===== config.mk =====
export PLATFORM = sky130hd
export DESIGN_NAME = exec_forward_datapath
export DESIGN_NICKNAME = d
export VERILOG_FILES = /design/src/rtl/exec_forward_datapath.sv
export SDC_FILE = /design/constraint.sdc
export NUM_CORES = 2
export LEC_CHECK = 0
export CAP_MARGIN = 25
export CORE_UTILIZATION = 45
export CTS_BUF_LIST = sky130_fd_sc_hd__clkbuf_8 sky130_fd_sc_hd__clkbuf_16
export DETAILED_ROUTE_END_ITERATION = 7
export GPL_ROUTABILITY_DRIVEN = 0
export PLACE_DENSITY = 0.66
export RECOVER_POWER = 100
export SYNTH_ARGS = -nofsm -noshare
export SYNTH_HDL_FRONTEND = slang
export SYNTH_SLANG_ARGS = --single-unit

===== constraint.sdc =====
create_clock -name clk -period 5.35 [get_ports clk]
set_input_delay 0.535 -clock clk [delete_from_list [all_inputs] [get_ports clk]]
set_output_delay 0.535 -clock clk [all_outputs]
set_load 0.05 [all_outputs]

===== src/rtl/exec_forward_datapath.sv =====
// Execute / memory / writeback datapath with operand forwarding, 32x32 regfile and word-addressed data memory.
// Optional build macro OVF_FLAG_EN enables the sticky signed-overflow flag on ovf.
module exec_forward_datapath #(
  parameter int DM_DEPTH = 64,
  parameter int DM_AW    = 6
) (
  input  logic        clk,
  input  logic        reset,
  input  logic [4:0]  src_a,
  input  logic [4:0]  src_b,
  input  logic [5:0]  op_dec,
  input  logic [15:0] imm,
  input  logic        imm_sel,
  input  logic [1:0]  mux_sel_A,
  input  logic [1:0]  mux_sel_B,
  input  logic        mem_en_ex,
  input  logic        mem_rw_ex,
  input  logic        mem_mux_sel_dm,
  input  logic [4:0]  RW_dm,
  output logic [31:0] wb_data,
  output logic [4:0]  wb_addr,
  output logic        wb_we,
  output logic        dm_oob,
  output logic        ovf
);

  localparam logic [2:0] ALU_ADD = 3'b000;
  localparam logic [2:0] ALU_SUB = 3'b001;
  localparam logic [2:0] ALU_AND = 3'b010;
  localparam logic [2:0] ALU_OR  = 3'b011;
  localparam logic [2:0] ALU_XOR = 3'b100;
  localparam logic [2:0] ALU_SLT = 3'b101;
  localparam logic [2:0] ALU_SLL = 3'b110;
  localparam logic [2:0] ALU_SRL = 3'b111;

  logic [4:0]  ra_q, ra_d, rb_q, rb_d;
  logic [31:0] ex_q, ex_d, st_q, st_d;
  logic [31:0] alu_dm_q, alu_dm_d, rd_q, rd_d;
  logic [31:0] wb_q, wb_d;
  logic [4:0]  wb_addr_q, wb_addr_d;
  logic        wb_we_q, wb_we_d;
  logic        dm_oob_q, dm_oob_d;
  logic        mem_live_q, mem_live_d;

  logic [31:0] regfile_q [32];
  logic [31:0] mem [DM_DEPTH];

  logic [31:0] rf_a, rf_b, fwd_a, fwd_b, opnd_a, opnd_b;
  logic [31:0] sum, diff, alu_res, dm_q;
  logic [2:0]  alu_op;
  logic        is_ls;
  logic [DM_AW-1:0] mem_addr;

  always_comb begin
    ra_d = src_a;
    rb_d = src_b;
  end

  always_comb begin
    rf_a = (ra_q == 5'd0) ? 32'd0 : regfile_q[ra_q];
    rf_b = (rb_q == 5'd0) ? 32'd0 : regfile_q[rb_q];
    fwd_a = rf_a;
    case (mux_sel_A)
      2'b01:   fwd_a = ex_q;
      2'b10:   fwd_a = dm_q;
      2'b11:   fwd_a = wb_q;
      default: fwd_a = rf_a;
    endcase
    fwd_b = rf_b;
    case (mux_sel_B)
      2'b01:   fwd_b = ex_q;
      2'b10:   fwd_b = dm_q;
      2'b11:   fwd_b = wb_q;
      default: fwd_b = rf_b;
    endcase
    opnd_a = fwd_a;
    opnd_b = imm_sel ? {{16{imm[15]}}, imm} : fwd_b;
  end

  // Loads and stores always compute base + offset regardless of the low opcode bits.
  always_comb begin
    is_ls   = (op_dec[5:3] == 3'b010);
    alu_op  = is_ls ? ALU_ADD : op_dec[2:0];
    sum     = opnd_a + opnd_b;
    diff    = opnd_a - opnd_b;
    alu_res = sum;
    case (alu_op)
      ALU_ADD: alu_res = sum;
      ALU_SUB: alu_res = diff;
      ALU_AND: alu_res = opnd_a & opnd_b;
      ALU_OR:  alu_res = opnd_a | opnd_b;
      ALU_XOR: alu_res = opnd_a ^ opnd_b;
      ALU_SLT: alu_res = {31'd0, ($signed(opnd_a) < $signed(opnd_b))};
      ALU_SLL: alu_res = opnd_a << opnd_b[4:0];
      ALU_SRL: alu_res = opnd_a >> opnd_b[4:0];
      default: alu_res = sum;
    endcase
    ex_d = alu_res;
    st_d = fwd_b;
  end

  always_comb begin
    mem_addr   = ex_q[DM_AW+1:2];
    alu_dm_d   = ex_q;
    rd_d       = (mem_en_ex && !mem_rw_ex) ? mem[mem_addr] : rd_q;
    dm_oob_d   = dm_oob_q | (mem_en_ex && (ex_q[31:DM_AW+2] != '0));
    mem_live_d = 1'b1;
  end

  always_comb begin
    dm_q      = mem_mux_sel_dm ? rd_q : alu_dm_q;
    wb_d      = dm_q;
    wb_addr_d = RW_dm;
    wb_we_d   = (RW_dm != 5'd0);
  end

  always_ff @(posedge clk or negedge reset) begin
    if (!reset) begin
      ra_q       <= '0;
      rb_q       <= '0;
      ex_q       <= '0;
      st_q       <= '0;
      alu_dm_q   <= '0;
      rd_q       <= '0;
      wb_q       <= '0;
      wb_addr_q  <= '0;
      wb_we_q    <= 1'b0;
      dm_oob_q   <= 1'b0;
      mem_live_q <= 1'b0;
    end else begin
      ra_q       <= ra_d;
      rb_q       <= rb_d;
      ex_q       <= ex_d;
      st_q       <= st_d;
      alu_dm_q   <= alu_dm_d;
      rd_q       <= rd_d;
      wb_q       <= wb_d;
      wb_addr_q  <= wb_addr_d;
      wb_we_q    <= wb_we_d;
      dm_oob_q   <= dm_oob_d;
      mem_live_q <= mem_live_d;
    end
  end

  always_ff @(posedge clk or negedge reset) begin
    if (!reset) begin
      for (int i = 0; i < 32; i++) regfile_q[i] <= '0;
    end else if (wb_we_d) begin
      regfile_q[RW_dm] <= dm_q;
    end
  end

  // mem_live_q stays low while reset is held, so no store lands during reset.
  always_ff @(posedge clk) begin
    if (mem_live_q && mem_en_ex && mem_rw_ex) mem[mem_addr] <= st_q;
  end

`ifdef OVF_FLAG_EN
  logic ovf_q, ovf_d;
  logic add_ovf, sub_ovf;

  always_comb begin
    add_ovf = (opnd_a[31] == opnd_b[31]) && (sum[31] != opnd_a[31]);
    sub_ovf = (opnd_a[31] != opnd_b[31]) && (diff[31] != opnd_a[31]);
    ovf_d   = ovf_q | (!is_ls && (((alu_op == ALU_ADD) && add_ovf) ||
                                  ((alu_op == ALU_SUB) && sub_ovf)));
  end

  always_ff @(posedge clk or negedge reset) begin
    if (!reset) ovf_q <= 1'b0;
    else        ovf_q <= ovf_d;
  end

  assign ovf = ovf_q;
`else
  assign ovf = 1'b0;
`endif

  assign wb_data = wb_q;
  assign wb_addr = wb_addr_q;
  assign wb_we   = wb_we_q;
  assign dm_oob  = dm_oob_q;

endmodule


* Word level (Yosys, flattened, before mapping) *
Memory sizes are Yosys's and may differ from the RTL's. A register that Yosys moved wholly into a read port is not among the register bits.
Index checks and enable logic that the tools add are counted.
Widths: inputs -> output; s select.

storage, ports and cells
  register bits = 1170
  bits in writable memories = 2048
  input port bits = 47
  output and inout port bits = 40
  word-level logic and storage cells = 104
  memories = 1

operators by class
  add/sub/neg operators = 2
  magnitude comparators = 5
  eq/ne operators = 14
  shift operators = 2
  mux-type cells = 19
  bitwise operators = 7
  reductions and logical operators = 12

memory list
  memory  depth  width  read ports  clocked after memory_dff  write ports  line  text
  mem     64     32     1           1                         1            46    logic [31:0] mem [DM_DEPTH];

operators by type and width
  kind                count
  $bwmux 1024         1
  $bmux 32 s5         2
  $mux 32             9
  $pmux 32 s8         1
  $pmux 32 s3         2
  $demux 32 s5        1
  $add 32x32->32      1
  $and 32x32->32      1
  $lt 32x32->1        1
  $or 32x32->32       1
  $shl 32x5->32       1
  $shr 32x5->32       1
  $sub 32x32->32      1
  $xor 32x32->32      1
  $reduce_bool 24->1  1
  $ge 6x6->1 const B  3
  $not 5->6           3
  $eq 3x3->1 const B  4
  $logic_not 5->1     2
  $eq 3x2->1 const B  3
  $eq 2x2->1 const B  4
  $lt 6x1->1 const B  1
  $logic_and 1x1->1   5
  $reduce_bool 5->1   1
  7 further kinds     10

* Depth between registers and ports, before layout *
  depth after elaboration = 9
  mapped depth = 28
  mapped depth without buffers = 22

* Worst setup path after synthesis *
Ideal clock, no wire load.

  path kind = register to register
  start point = register rb_q[0]
  end point = register ex_q[29] (netlist: alu_dm_d[29])
  library setup time = 126 ps
  arrival = 5654 ps
  required time = 5224 ps
  setup slack = -430 ps
  stages on the path, launching flop included = 26
  buffers on the path = 7
  period minus slack after synthesis = 5780 ps
  cells stage by stage = dfrtp_1 buf_6 buf_6 buf_6 buf_4 buf_2 buf_1 mux4_2 o22ai_1 nor2_1 a21oi_1 o21ai_0 mux2i_1 ha_1 clkbuf_1 inv_1 nor2_1 nand3_1 or4_1 o21a_1 o21ai_0 a211o_1 nand4_1 and3_1 mux2_2 a221o_1

on the way
  word-level cells in the longest chain between the ends = 9
  elaborated cells between the ends (all ways) = 16
  those cells by class = add/sub: 2; shift: 2; mux: 7; bitwise: 4; reduce/logical: 1

ends and longest elaborated chain
  item                                              line    text
  from (decl)                                       36      logic [4:0] ra_q, ra_d, rb_q, rb_d;
  from (signal assigned)                            132     rb_q <= rb_d;
  $not 5->6 (implied by the code)                   61      rf_b = (rb_q == 5'd0) ? 32'd0 : regfile_q[rb_q];
  $bmux 32 s5                                       61
  $mux 32 (implied by the code) (2 in series)       61
  $mux 32 *                                         61
  $pmux 32 s3 *                                     70      case (mux_sel_B)
  via fwd_b[14]                                     48      logic [31:0] rf_a, rf_b, fwd_a, fwd_b, opnd_a, opnd_b;
  $mux 32 *                                         77      opnd_b = imm_sel ? {{16{imm[15]}}, imm} : fwd_b;
  $sub 32x32->32 or $add 32x32->32 (tied branches)  85, 84
  $pmux 32 s8 *                                     87      case (alu_op)
  via alu_res[29]                                   49      logic [31:0] sum, diff, alu_res, dm_q;
  to (signal assigned)                              121     ex_q <= '0;
  to (signal assigned)                              133     ex_q <= ex_d;
  to (decl)                                         37      logic [31:0] ex_q, ex_d, st_q, st_d;

Mark *: on every way through the listed nets, which the timed path passes. The rest lies on a longest branch. The select of a mux whose other input is x is not followed.
A chain may end at the register's enable or synchronous reset.

* Worst setup path after layout *
  start point = register ra_q[1]
  end point = register ex_q[24] (netlist: alu_dm_d[24])

on the way
  word-level cells in the longest chain between the ends = 8
  elaborated cells between the ends (all ways) = 15
  those cells by class = add/sub: 2; shift: 2; mux: 6; bitwise: 4; reduce/logical: 1

ends and longest elaborated chain
  item                                          line  text
  from (decl)                                   36
  from (signal assigned)                        131   ra_q <= ra_d;
  $not 5->6 (implied by the code)               60    rf_a = (ra_q == 5'd0) ? 32'd0 : regfile_q[ra_q];
  $bmux 32 s5                                   60
  $mux 32 (implied by the code) (2 in series)   60
  $mux 32 *                                     60
  $pmux 32 s3 *                                 63    case (mux_sel_A)
  $sub 32x32->32, or another cell as far along  85    diff = opnd_a - opnd_b;
  $pmux 32 s8 *                                 87
  via alu_res[24]                               49

Marked as above.

==> results.cfg <==
[synth]
syn-num-nets = 10890
yosysWarnings = 0
syn_inst = 10740
syn_avg_cell_area_um2 = 13.21
synth_edf_count = 2048
ys_seq_area_share_pct = 64.53
ys.flop_type = edfxtp_1
synthArstFlopShare_pct = 36.98
syn-cell-area_um2 = 141900
synth-seq-cells = 3250
yosysUniqueCellTypes = 109

[timing]
period_needed_ps = 5277
finClkSkew_ps = 81.05
min_period_over_period_pct = 98.63
drv_slew = 4422
timing.hold.ws_ps = 94.37
tightest_slew_ps = 4576
rsz0062_at_grt = yes
fmax_mhz = 189.5
setup_viol = 0
finalHoldViolCount = 0
relSlewSlack_pct = -205.1
tns_ps = 0

[die]
ioPinCount = 87
initial_core_util_pct = 45.35
fp.dieArea_um2 = 317600
die-height_um = 563.6
fp-row-count = 205
die_w_um = 563.6
core_region_area_um2 = 312900

[drt]
routedWlPerCell_um = 31.77
vias = 102200
vias_per_cell = 6.589
drt_iter0_drc = 14570
drcViolationCount = 10
ant_nets = 0
drt-total-wl_um = 492900
firstDrtPassIters = 8

[placed_design]
portBuffers = 85
dpl.hpwl_um = 296000

[clock_network]
clk_path_buf_depth = 4
cts-buffers-inserted = 326
htreeDepth = 5
cts_root_buf = clkbuf_16
clk_pin_slew_worst_paths_ps = 60
clk_latency_ps = 940
clock_sinks = 3250
cts_tree = built

[grt]
grt_max_degree = 180
met3_usage_pct = 6.950
grt_pass1_vias = 99170
grt_use_met2_pct = 46.40
grt_use_total_pct = 30.37
grt-ovfl-total = 0
grt_pass1_wl_um = 703200
met1_usage_pct = 39.44
grt.busiest_layer = met2
antenna_found_initial = 25

[worst_setup_path]
required_ps = 6080
critPathLaunchType = register
crit_chain = buf_4 -> buf_16 -> mux4_2 -> a22o_1 -> a211o_1 -> a31oi_4 -> inv_1 -> ha_1 -> or3_1 -> a21oi_1 -> nor3_1 -> nor4_1 -> o211ai_1 -> buf_4 -> and3_1 -> o21ai_1 -> buf_4 -> a21oi_1 -> o211ai_1 -> o2bb2ai_1 -> o211ai_1
worstSetupPathType = reg -> reg
crit_path_top_delay_cell = dfrtp_4
worstPathArrival_ps = 6000
endpoint_kind = register
worst-path-max-fanout = 56
max_stage_delay_ps = 530

[layout]
regArea_um2 = 91650
nNetsFinal = 11260
nFillCells = 25790
final_layout_size_suffix_gt1_share_pct = 18.59
multiInputGateArea_um2 = 47170
syn2layout_area_growth_pct = 15.41

[outcome]
violations = DRC, capacitance limit, slew limit
status = finished, violations left

[min_path]
hp-class = in -> reg

[pwr]
total_power_mw = 84.60
p_leak_nw = 59.18
peakVddDrop_mv = 0.3839
power_density_nw_per_um2 = 516.5

[run]
cap_viol_max_count = 85
## repair_timing
item / CTS / global route
endpoints found under the setup margin: 17 / 21
gates cloned: 3 / 5
hold buffers: 1 / 0
endpoints found under the hold margin: 113 / 0
gates resized for setup: 25 / 142
buffers inserted: 5 / 46
pin swaps: 4 / 49
## cell usage in the layout (no fill, tap or decap), types with 44 or more instances in the layout
master and instances:
clkbuf_16 336, clkinv_2 68, a22o_1 187, a22oi_1 815, ha_1 92, o21ai_0 607
nand2_1 572, nand4_1 146, edfxtp_1 2048, o21ai_1 44, nor3_1 48, mux4_2 332
dfrtp_1 1162, buf_4 702, mux2_2 162, buf_12 85, nand3_1 56, a21oi_1 961
a221oi_1 179, inv_1 193, a31oi_1 129, o22ai_1 68, nor2_4 73, o211ai_1 46
nor2_1 832, mux2i_1 373, clkbuf_1 76, o221ai_1 128, clkdlybuf4s50_1 63
## state kept, by name, indices dropped and copies added, names as in the netlist
| register | flops |
|---|---|
| rd_q | 32 |
| mem | 2048 |
| wb_data | 32 |
| regfile_q | 1024 |
| rb_q | 5 |
| wb_we | 1 |
| mem_live_q | 1 |
| alu_dm_q | 32 |
| wb_addr | 5 |
| dm_oob | 1 |
| alu_dm_d | 32 |
| ra_q | 5 |
| st_q | 32 |
## cells by family after synthesis
logic type / count (synthesis) / synth area share, %
other: 2 / 0.005292
adders and majority gates: 99 / 0.8834
buffers and inverters: 1081 / 3.166
AOI/OAI and AO/OA: 3462 / 16.00
DFF: 3250 / 64.53
xor gates and xnor gates: 10 / 0.06171
and+or+nand+nor: 1933 / 5.882
muxes: 903 / 9.479
## stage by stage
stage               util [%]  instance area, um^2  instances  setup WS, ps
floorplan                  -               142000      10740         15.48
global placement       48.77               152600      14850        -346.5
detailed placement     48.85               152900      14860        -425.7
CTS                    52.27               163600      15450         1.775
global route           52.34               163800      15510        -58.38
finish                 52.34               163800      15520         73.48
## report_power, final
| part | internal, mW | total, mW | switching (mW) |
|---|---|---|---|
| registers | 32.3 | 35.6 | 3.34 |
| clock network | 12.9 | 22.8 | 9.88 |
| logic | 9.29 | 26.2 | 16.9 |
## cell type report
type                    count  area share, %
diodes                     11        0.01681
clock buffers             355          5.259
clock inverters           224          1.165
inverters                 135         0.3109
multi-input cells        6410          28.80
flip-flops and latches   3250          55.95
well taps                4140          3.163
repair buffers            991          5.334
## synth_stat cells, types with 89 or more instances
master | n | area [um^2]
a21oi_1 | 976 | 4885
a221oi_1 | 181 | 1585
a22o_1 | 187 | 1638
a22oi_1 | 817 | 6133
a31oi_1 | 134 | 838.3
buf_1 | 89 | 334.1
buf_2 | 102 | 510.5
clkbuf_1 | 709 | 2661
dfrtp_1 | 1202 | 30080
edfxtp_1 | 2048 | 61500
ha_1 | 97 | 1214
inv_1 | 126 | 473.0
mux2_2 | 162 | 1824
mux2i_1 | 398 | 3984
mux4_2 | 332 | 7477
nand2_1 | 574 | 2155
nand4_1 | 146 | 913.4
nor2_1 | 905 | 3397
o21ai_0 | 649 | 3248
o221ai_1 | 137 | 1200
## final timing paths
check	startpoint	end	depth (start not counted)	slack, ps
worst max-delay path	ra_q[1]	alu_dm_d[24]	21	70
worst min-delay path	mem_mux_sel_dm	wb_data[9]	3	90
worst max register to register	ra_q[1]	alu_dm_d[24]	21	70
worst min register to register	regfile_q[993]	regfile_q[993]	0	400
max in group asynchronous	reset	regfile_q[624]	3	850
min in group asynchronous	reset	ra_q[2]	2	1310
## layer usage
metal  part of all wire (%)  routed length, um  vias up
met1                     36             177400    51440
met5                  0.017                 84        -
li1                       -                  -    42390
met3                     12              57470     1523
met4                    7.3              36020       14
met2                     45             221900     6866
## worst max-delay path: cells and delay by family, from the launching register on
kind | cells | cell delay (ps)
adder cells (fa/ha/maj) | 1 | 290
buffers and inverters | 5 | 1140
flip-flops | 1 | 530
AO/OA/AOI/OAI | 10 | 1710
AND/OR/NAND/NOR | 4 | 1000
multiplexers | 1 | 370
No activity file was read; power rests on OpenSTA's default activity.
